<file path="src/rtl/mem_addr_gen.sv">
//==============================================================================
// Module   : mem_addr_gen
// Brief    : Windowed BRAM address generator with stride, direction and wrap.
// Revision : 1.0
//==============================================================================
`default_nettype none

module mem_addr_gen #(
  parameter int MEM_SIZE = 262144,
  parameter int ADDR_W   = $clog2(MEM_SIZE),
  parameter int STRIDE_W = 8,
  parameter int CNT_W    = ADDR_W + 1
) (
  input  logic                CLK,
  input  logic                rst,
  input  logic [ADDR_W-1:0]   cfg_base,
  input  logic [ADDR_W-1:0]   cfg_limit,
  input  logic [STRIDE_W-1:0] cfg_stride,
  input  logic                cfg_wrap,
  input  logic                cfg_down,
  input  logic                start,
  input  logic                abort,
  input  logic                step_en,
  output logic [ADDR_W-1:0]   mem_address,
  output logic                busy,
  output logic                done,
  output logic                wrap_pulse,
  output logic                cfg_err,
  output logic [CNT_W-1:0]    step_count
);

  localparam logic [ADDR_W-1:0] c_top_addr = ADDR_W'(MEM_SIZE - 1);

  typedef enum logic [0:0] {
    S_IDLE = 1'b0,
    S_RUN  = 1'b1
  } state_t;

  state_t              r_state, w_state_nxt;
  logic [ADDR_W-1:0]   r_base, w_base_nxt;
  logic [ADDR_W-1:0]   r_limit, w_limit_nxt;
  logic [ADDR_W:0]     r_stride, w_stride_nxt;
  logic                r_wrap, w_wrap_nxt;
  logic                r_down, w_down_nxt;
  logic [ADDR_W-1:0]   r_addr, w_addr_nxt;
  logic [CNT_W-1:0]    r_cnt, w_cnt_nxt;
  logic                r_done, w_done_nxt;
  logic                r_wrap_pulse, w_wrap_pulse_nxt;
  logic                r_cfg_err, w_cfg_err_nxt;

  logic [ADDR_W-1:0]   w_eff_limit;
  logic [ADDR_W:0]     w_eff_stride;
  logic                w_cfg_ok;
  logic [ADDR_W:0]     w_up_sum;
  logic [ADDR_W:0]     w_dn_floor;
  logic [ADDR_W-1:0]   w_dn_next;
  logic [CNT_W-1:0]    w_cnt_inc;

  always_ff @(posedge CLK) begin
    if (rst) begin
      r_state      <= S_IDLE;
      r_base       <= '0;
      r_limit      <= '0;
      r_stride     <= '0;
      r_wrap       <= 1'b0;
      r_down       <= 1'b0;
      r_addr       <= '0;
      r_cnt        <= '0;
      r_done       <= 1'b0;
      r_wrap_pulse <= 1'b0;
      r_cfg_err    <= 1'b0;
    end else begin
      r_state      <= w_state_nxt;
      r_base       <= w_base_nxt;
      r_limit      <= w_limit_nxt;
      r_stride     <= w_stride_nxt;
      r_wrap       <= w_wrap_nxt;
      r_down       <= w_down_nxt;
      r_addr       <= w_addr_nxt;
      r_cnt        <= w_cnt_nxt;
      r_done       <= w_done_nxt;
      r_wrap_pulse <= w_wrap_pulse_nxt;
      r_cfg_err    <= w_cfg_err_nxt;
    end
  end

  always_comb begin
    w_state_nxt      = r_state;
    w_base_nxt       = r_base;
    w_limit_nxt      = r_limit;
    w_stride_nxt     = r_stride;
    w_wrap_nxt       = r_wrap;
    w_down_nxt       = r_down;
    w_addr_nxt       = r_addr;
    w_cnt_nxt        = r_cnt;
    w_done_nxt       = 1'b0;
    w_wrap_pulse_nxt = 1'b0;
    w_cfg_err_nxt    = 1'b0;

    w_eff_limit  = (cfg_limit > c_top_addr) ? c_top_addr : cfg_limit;
    w_eff_stride = (cfg_stride == '0) ? (ADDR_W+1)'(1) : (ADDR_W+1)'(cfg_stride);
    w_cfg_ok     = (cfg_base <= w_eff_limit);

    // Comparisons run one bit wider so an overshoot past the top of memory is seen.
    w_up_sum   = {1'b0, r_addr} + r_stride;
    w_dn_floor = {1'b0, r_base} + r_stride;
    w_dn_next  = r_addr - r_stride[ADDR_W-1:0];
    w_cnt_inc  = (&r_cnt) ? r_cnt : r_cnt + CNT_W'(1);

    if (abort) begin
      w_state_nxt = S_IDLE;
    end else if (start) begin
      if (w_cfg_ok) begin
        w_state_nxt  = S_RUN;
        w_base_nxt   = cfg_base;
        w_limit_nxt  = w_eff_limit;
        w_stride_nxt = w_eff_stride;
        w_wrap_nxt   = cfg_wrap;
        w_down_nxt   = cfg_down;
        w_addr_nxt   = cfg_down ? w_eff_limit : cfg_base;
        w_cnt_nxt    = '0;
      end else begin
        w_cfg_err_nxt = 1'b1;
      end
    end else if (step_en && (r_state == S_RUN)) begin
      w_cnt_nxt = w_cnt_inc;
      if (!r_down && (w_up_sum <= {1'b0, r_limit})) begin
        w_addr_nxt = w_up_sum[ADDR_W-1:0];
      end else if (r_down && ({1'b0, r_addr} >= w_dn_floor)) begin
        w_addr_nxt = w_dn_next;
      end else if (r_wrap) begin
        w_addr_nxt       = r_down ? r_limit : r_base;
        w_wrap_pulse_nxt = 1'b1;
      end else begin
        w_done_nxt  = 1'b1;
        w_state_nxt = S_IDLE;
      end
    end
  end

  assign mem_address = r_addr;
  assign busy        = (r_state == S_RUN);
  assign done        = r_done;
  assign wrap_pulse  = r_wrap_pulse;
  assign cfg_err     = r_cfg_err;
  assign step_count  = r_cnt;

endmodule

`default_nettype wire

</file>
<file path="config.mk">
export PLATFORM = sky130hd
export DESIGN_NAME = mem_addr_gen
export DESIGN_NICKNAME = d
export VERILOG_FILES = /design/src/rtl/mem_addr_gen.sv
export SDC_FILE = /design/constraint.sdc
export NUM_CORES = 1
export LEC_CHECK = 0
export CAP_MARGIN = 20
export CORE_ASPECT_RATIO = 1.5
export CORE_MARGIN = 1.5
export CORE_UTILIZATION = 28
export DETAILED_ROUTE_END_ITERATION = 16
export PLACE_DENSITY = 0.58
export SLEW_MARGIN = 30
export SYNTH_ARGS = -nofsm -noshare
export SYNTH_HDL_FRONTEND = slang
export SYNTH_SLANG_ARGS = --single-unit
</file>
<file path="constraint.sdc">
create_clock -name CLK -period 11.5 [get_ports CLK]
set_input_delay 2.3 -clock CLK [delete_from_list [all_inputs] [get_ports CLK]]
set_output_delay 2.3 -clock CLK [all_outputs]
set_load 0.01 [all_outputs]
</file>
==> report_table.html <==
<table>
<tr><th>Metric</th><th>Value</th></tr>
<tr><th colspan="2">Status</th></tr>
<tr><td>Outcome</td><td>completed</td></tr>
<tr><th colspan="2">Yosys</th></tr>
<tr><td>Portion of the post-synthesis area used by sequential elements</td><td>24.07%</td></tr>
<tr><td>Most common cell in the synthesized netlist</td><td>sky130_fd_sc_hd__nor2_1</td></tr>
<tr><td>Largest area contributor in the synthesized netlist</td><td>sky130_fd_sc_hd__dfxtp_1</td></tr>
<tr><td>Synth Net Count</td><td>1,026</td></tr>
<tr><td>Count of flip-flops with a built-in enable after synthesis</td><td>0</td></tr>
<tr><td>Async set-reset flop share out of synthesis</td><td>0%</td></tr>
<tr><td>Number of distinct library cells after synthesis</td><td>65</td></tr>
<tr><td>Mapped Avg Cell Area</td><td>8.104 sq um</td></tr>
<tr><td>Yosys top cell area share</td><td>24.07%</td></tr>
<tr><td>Top post-synthesis cells by count</td><td>sky130_fd_sc_hd__nor2_1, sky130_fd_sc_hd__dfxtp_1, sky130_fd_sc_hd__ha_1</td></tr>
<tr><td>Biggest area contributors in the synthesized netlist</td><td>sky130_fd_sc_hd__dfxtp_1, sky130_fd_sc_hd__ha_1, sky130_fd_sc_hd__mux2i_1, sky130_fd_sc_hd__nor2_1, sky130_fd_sc_hd__xnor2_1</td></tr>
<tr><td>Count of state elements after synthesis</td><td>87</td></tr>
<tr><td>Synth Flop Type</td><td>sky130_fd_sc_hd__dfxtp_1</td></tr>
<tr><td>Synth Cell Area</td><td>7237 sq um</td></tr>
<tr><td>Post-Syn Instances</td><td>893</td></tr>
<tr><td>Yosys synthesis warning count</td><td>0</td></tr>
<tr><th colspan="2">STA</th></tr>
<tr><td>Achievable frequency</td><td>171.7 MHz</td></tr>
<tr><td>Final Slew Violations</td><td>0</td></tr>
<tr><td>Clock Skew</td><td>0.01447 ns</td></tr>
<tr><td>Portion of the clock cycle consumed by the worst path in the final layout</td><td>50.63%</td></tr>
<tr><td>Post-Route Setup TNS</td><td>0 ns</td></tr>
<tr><td>Hold Worst Slack</td><td>0.5000 ns</td></tr>
<tr><td>Smallest setup slack after layout</td><td>5.678 ns</td></tr>
<tr><td>Final worst path period need</td><td>5.822 ns</td></tr>
<tr><td>Hold Violations, Final</td><td>0</td></tr>
<tr><td>Tightest Pin Transition</td><td>0.9154 ns</td></tr>
<tr><td>Worst slew slack as a fraction of its limit</td><td>38.78%</td></tr>
<tr><td>Setup-failing EPs final</td><td>0</td></tr>
<tr><td>RSZ-0062 raised after global routing</td><td>no</td></tr>
<tr><th colspan="2">Setup path</th></tr>
<tr><td>Worst-path fanout max</td><td>19</td></tr>
<tr><td>Worst Setup Path Type</td><td>in2reg</td></tr>
<tr><td>Required time of the worst setup path</td><td>11.79 ns</td></tr>
<tr><td>Data arrival time of the critical path</td><td>6.11 ns</td></tr>
<tr><td>Crit path launch type</td><td>primary input</td></tr>
<tr><td>Element type at the critical path end</td><td>register</td></tr>
<tr><th colspan="2">Global routing</th></tr>
<tr><td>Residual overflow from global routing</td><td>0</td></tr>
<tr><td>Wire length of the first global-routing pass</td><td>37.65 mm</td></tr>
<tr><td>Vias in the first global route</td><td>6,518</td></tr>
<tr><td>Antenna violations before repair</td><td>0</td></tr>
<tr><td>Global router's overall resource usage</td><td>18.47%</td></tr>
<tr><td>Pin count of the biggest net entering global routing</td><td>74</td></tr>
<tr><th colspan="2">Clocking</th></tr>
<tr><td>Number of buffers created by CTS</td><td>9</td></tr>
<tr><td>Max Root-Sink Buffers</td><td>2</td></tr>
<tr><td>Buffer cell driving the clock tree root</td><td>sky130_fd_sc_hd__clkbuf_16</td></tr>
<tr><td>Post-CTS setup buffers</td><td>0</td></tr>
<tr><td>Clock net sink count</td><td>87</td></tr>
<tr><td>Clock input transition at the sequential cells of the worst setup and hold paths</td><td>0.07 ns</td></tr>
<tr><td>H-tree levels</td><td>3</td></tr>
<tr><td>Clock tree from TritonCTS</td><td>yes</td></tr>
<tr><td>Clock latency reported for the late side of the worst-skew pair</td><td>0.36 ns</td></tr>
<tr><td>Number of gates given a new drive strength after cts</td><td>0</td></tr>
<tr><td>Cts-stage hold buffer count</td><td>0</td></tr>
<tr><th colspan="2">Pwr</th></tr>
<tr><td>Sum of internal, switching and leakage power</td><td>1.152 mW</td></tr>
<tr><td>Power density of the placed cells</td><td>131.8 nW/um^2</td></tr>
<tr><td>Maximum vdd ir drop</td><td>0.00008458 V</td></tr>
<tr><td>Leakage power total</td><td>3.443 nW</td></tr>
<tr><th colspan="2">Placement</th></tr>
<tr><td>Pre-CTS worst setup slack</td><td>5.310 ns</td></tr>
<tr><td>Placed wire-length estimate</td><td>18.97 mm</td></tr>
<tr><td>Port-buffer cells</td><td>91</td></tr>
<tr><td>RePlAce Congestion</td><td>0.9036</td></tr>
<tr><td>Total placed instance area</td><td>8413 sq um</td></tr>
<tr><th colspan="2">Hold path</th></tr>
<tr><td>Min-delay worst type</td><td>reg2reg</td></tr>
<tr><th colspan="2">Drt</th></tr>
<tr><td>Initial drt markers</td><td>467</td></tr>
<tr><td>Detailed-route vias per instance</td><td>5.204</td></tr>
<tr><td>Mean routed wirelength per cell</td><td>18.98 microns</td></tr>
<tr><td>Post-route DRC violation count</td><td>0</td></tr>
<tr><td>Via count</td><td>6,697</td></tr>
<tr><td>Detailed Route WL</td><td>24.42 mm</td></tr>
<tr><td>First-pass detailed-route iteration total</td><td>4</td></tr>
<tr><td>Number of nets with antenna violations after routing</td><td>0</td></tr>
<tr><th colspan="2">Layout</th></tr>
<tr><td>Fraction of final layout cells sized beyond drive strength 1</td><td>4.797%</td></tr>
<tr><td>Area taken by flip-flops and latches</td><td>1742 sq um</td></tr>
<tr><td>Number of nets in the finished design</td><td>1,087</td></tr>
<tr><td>Number of antenna repair diodes</td><td>0</td></tr>
<tr><td>Synthesis-to-layout area growth</td><td>20.76%</td></tr>
<tr><td>Post-route design area</td><td>8740 sq um</td></tr>
<tr><td>Fill cell count</td><td>2,677</td></tr>
<tr><td>Footprint of the multi-input gates</td><td>5067 sq um</td></tr>
<tr><th colspan="2">Floorplanning</th></tr>
<tr><td>I/O pins</td><td>92</td></tr>
<tr><td>Initial core utilization</td><td>28.68%</td></tr>
<tr><td>Overall die height</td><td>199.9 microns</td></tr>
<tr><td>Horizontal die dimension</td><td>134.3 microns</td></tr>
<tr><td>Die area</td><td>26,840 sq um</td></tr>
<tr><td>Area of the core</td><td>25,230 sq um</td></tr>
<tr><td>Number of placement rows</td><td>71</td></tr>
<tr><th colspan="2">Run</th></tr>
<tr><td>Max_cap viols</td><td>0</td></tr>
</table>
==> path summary, 6_finish.rpt <==
check | start | endpoint | slack, ns | cells after the start
min reg2reg | r_limit[8]$_SDFFE_PP0P_ | r_limit[8]$_SDFFE_PP0P_ | 0.50 | 2
min | r_limit[8]$_SDFFE_PP0P_ | r_limit[8]$_SDFFE_PP0P_ | 0.50 | 2
max | cfg_limit[15] | mem_address[5]$_SDFFE_PP0P_ | 5.68 | 11
max reg2reg | mem_address[1]$_SDFFE_PP0P_ | mem_address[1]$_SDFFE_PP0P_ | 5.84 | 16
==> where the power goes <==
part	total (mW)	switching [mW]	internal (mW)
clock network	0.334	0.132	0.202
registers	0.353	0.0337	0.319
logic	0.466	0.273	0.192
total	1.15	0.439	0.713
==> critical path: stages <==
cell                              delay [ns]
sky130_fd_sc_hd__clkdlybuf4s50_1        0.50
sky130_fd_sc_hd__inv_1                  0.05
sky130_fd_sc_hd__ha_1                   0.29
sky130_fd_sc_hd__a21oi_1                0.16
sky130_fd_sc_hd__o21ai_0                0.23
sky130_fd_sc_hd__a2111oi_0              0.55
sky130_fd_sc_hd__a311oi_1               0.29
sky130_fd_sc_hd__mux2_2                 0.47
sky130_fd_sc_hd__a211oi_4               0.81
sky130_fd_sc_hd__nand2_1                0.22
sky130_fd_sc_hd__o211ai_1               0.23
==> cells in the final DEF, fill, tap and decap left out, types with 12 or more instances in the layout <==
cell	synthesis	layout
sky130_fd_sc_hd__a211oi_1	14	14
sky130_fd_sc_hd__xnor2_1	38	38
sky130_fd_sc_hd__mux2i_1	75	75
sky130_fd_sc_hd__nor4_1	15	15
sky130_fd_sc_hd__inv_1	59	59
sky130_fd_sc_hd__clkdlybuf4s50_1	0	90
sky130_fd_sc_hd__nor2b_1	12	12
sky130_fd_sc_hd__nand2_1	48	48
sky130_fd_sc_hd__nand3_1	25	25
sky130_fd_sc_hd__nand4_1	16	16
sky130_fd_sc_hd__nor3_1	13	12
sky130_fd_sc_hd__nor2_1	131	131
sky130_fd_sc_hd__ha_1	79	79
sky130_fd_sc_hd__and3_1	15	15
sky130_fd_sc_hd__o211ai_1	17	17
sky130_fd_sc_hd__o21ai_0	18	18
sky130_fd_sc_hd__a21oi_1	37	37
sky130_fd_sc_hd__dfxtp_1	87	87
sky130_fd_sc_hd__xor2_1	19	19
==> sequential cells by signal (all words and copies together), names as in the netlist, 8 cells and up <==
name	flops
r_limit	18
mem_address	18
step_count	19
r_stride	8
r_base	18
==> stage by stage <==
stage               instances  util (%)
floorplan                 893         -
global placement         1271     33.35
detailed placement       1271     33.35
CTS                      1287     34.64
global route             1287     34.64
finish                   1287     34.64
==> logic make-up after synthesis <==
group | Yosys count | share of synthesized area [%]
AOI/OAI and AO/OA | 165 | 16.68
xor gates and xnor gates | 57 | 6.898
adders and majority gates | 82 | 14.49
buffers and inverters | 109 | 5.999
DFF | 87 | 24.07
muxes | 77 | 10.68
and+or+nand+nor | 316 | 21.18
==> layer usage <==
layer | vias to the layer above | wire length, microns | GRT usage [%]
met1 | 3172 | 9791 | 20.52
met3 | 43 | 823 | 2.273
li1 | 3320 | - | -
met2 | 162 | 12740 | 34.02
met4 | 0 | 1067 | 10.12
met5 | - | 0 | 0
==> final cells by class <==
type | count | area share [%]
multi-input cells | 697 | 57.98
flip-flops and latches | 87 | 19.93
repair buffers | 100 | 11.14
well taps | 328 | 4.696
clock buffers | 13 | 2.978
inverters | 59 | 2.534
clock inverters | 3 | 0.7445
No activity file was read; power rests on OpenSTA's default activity.
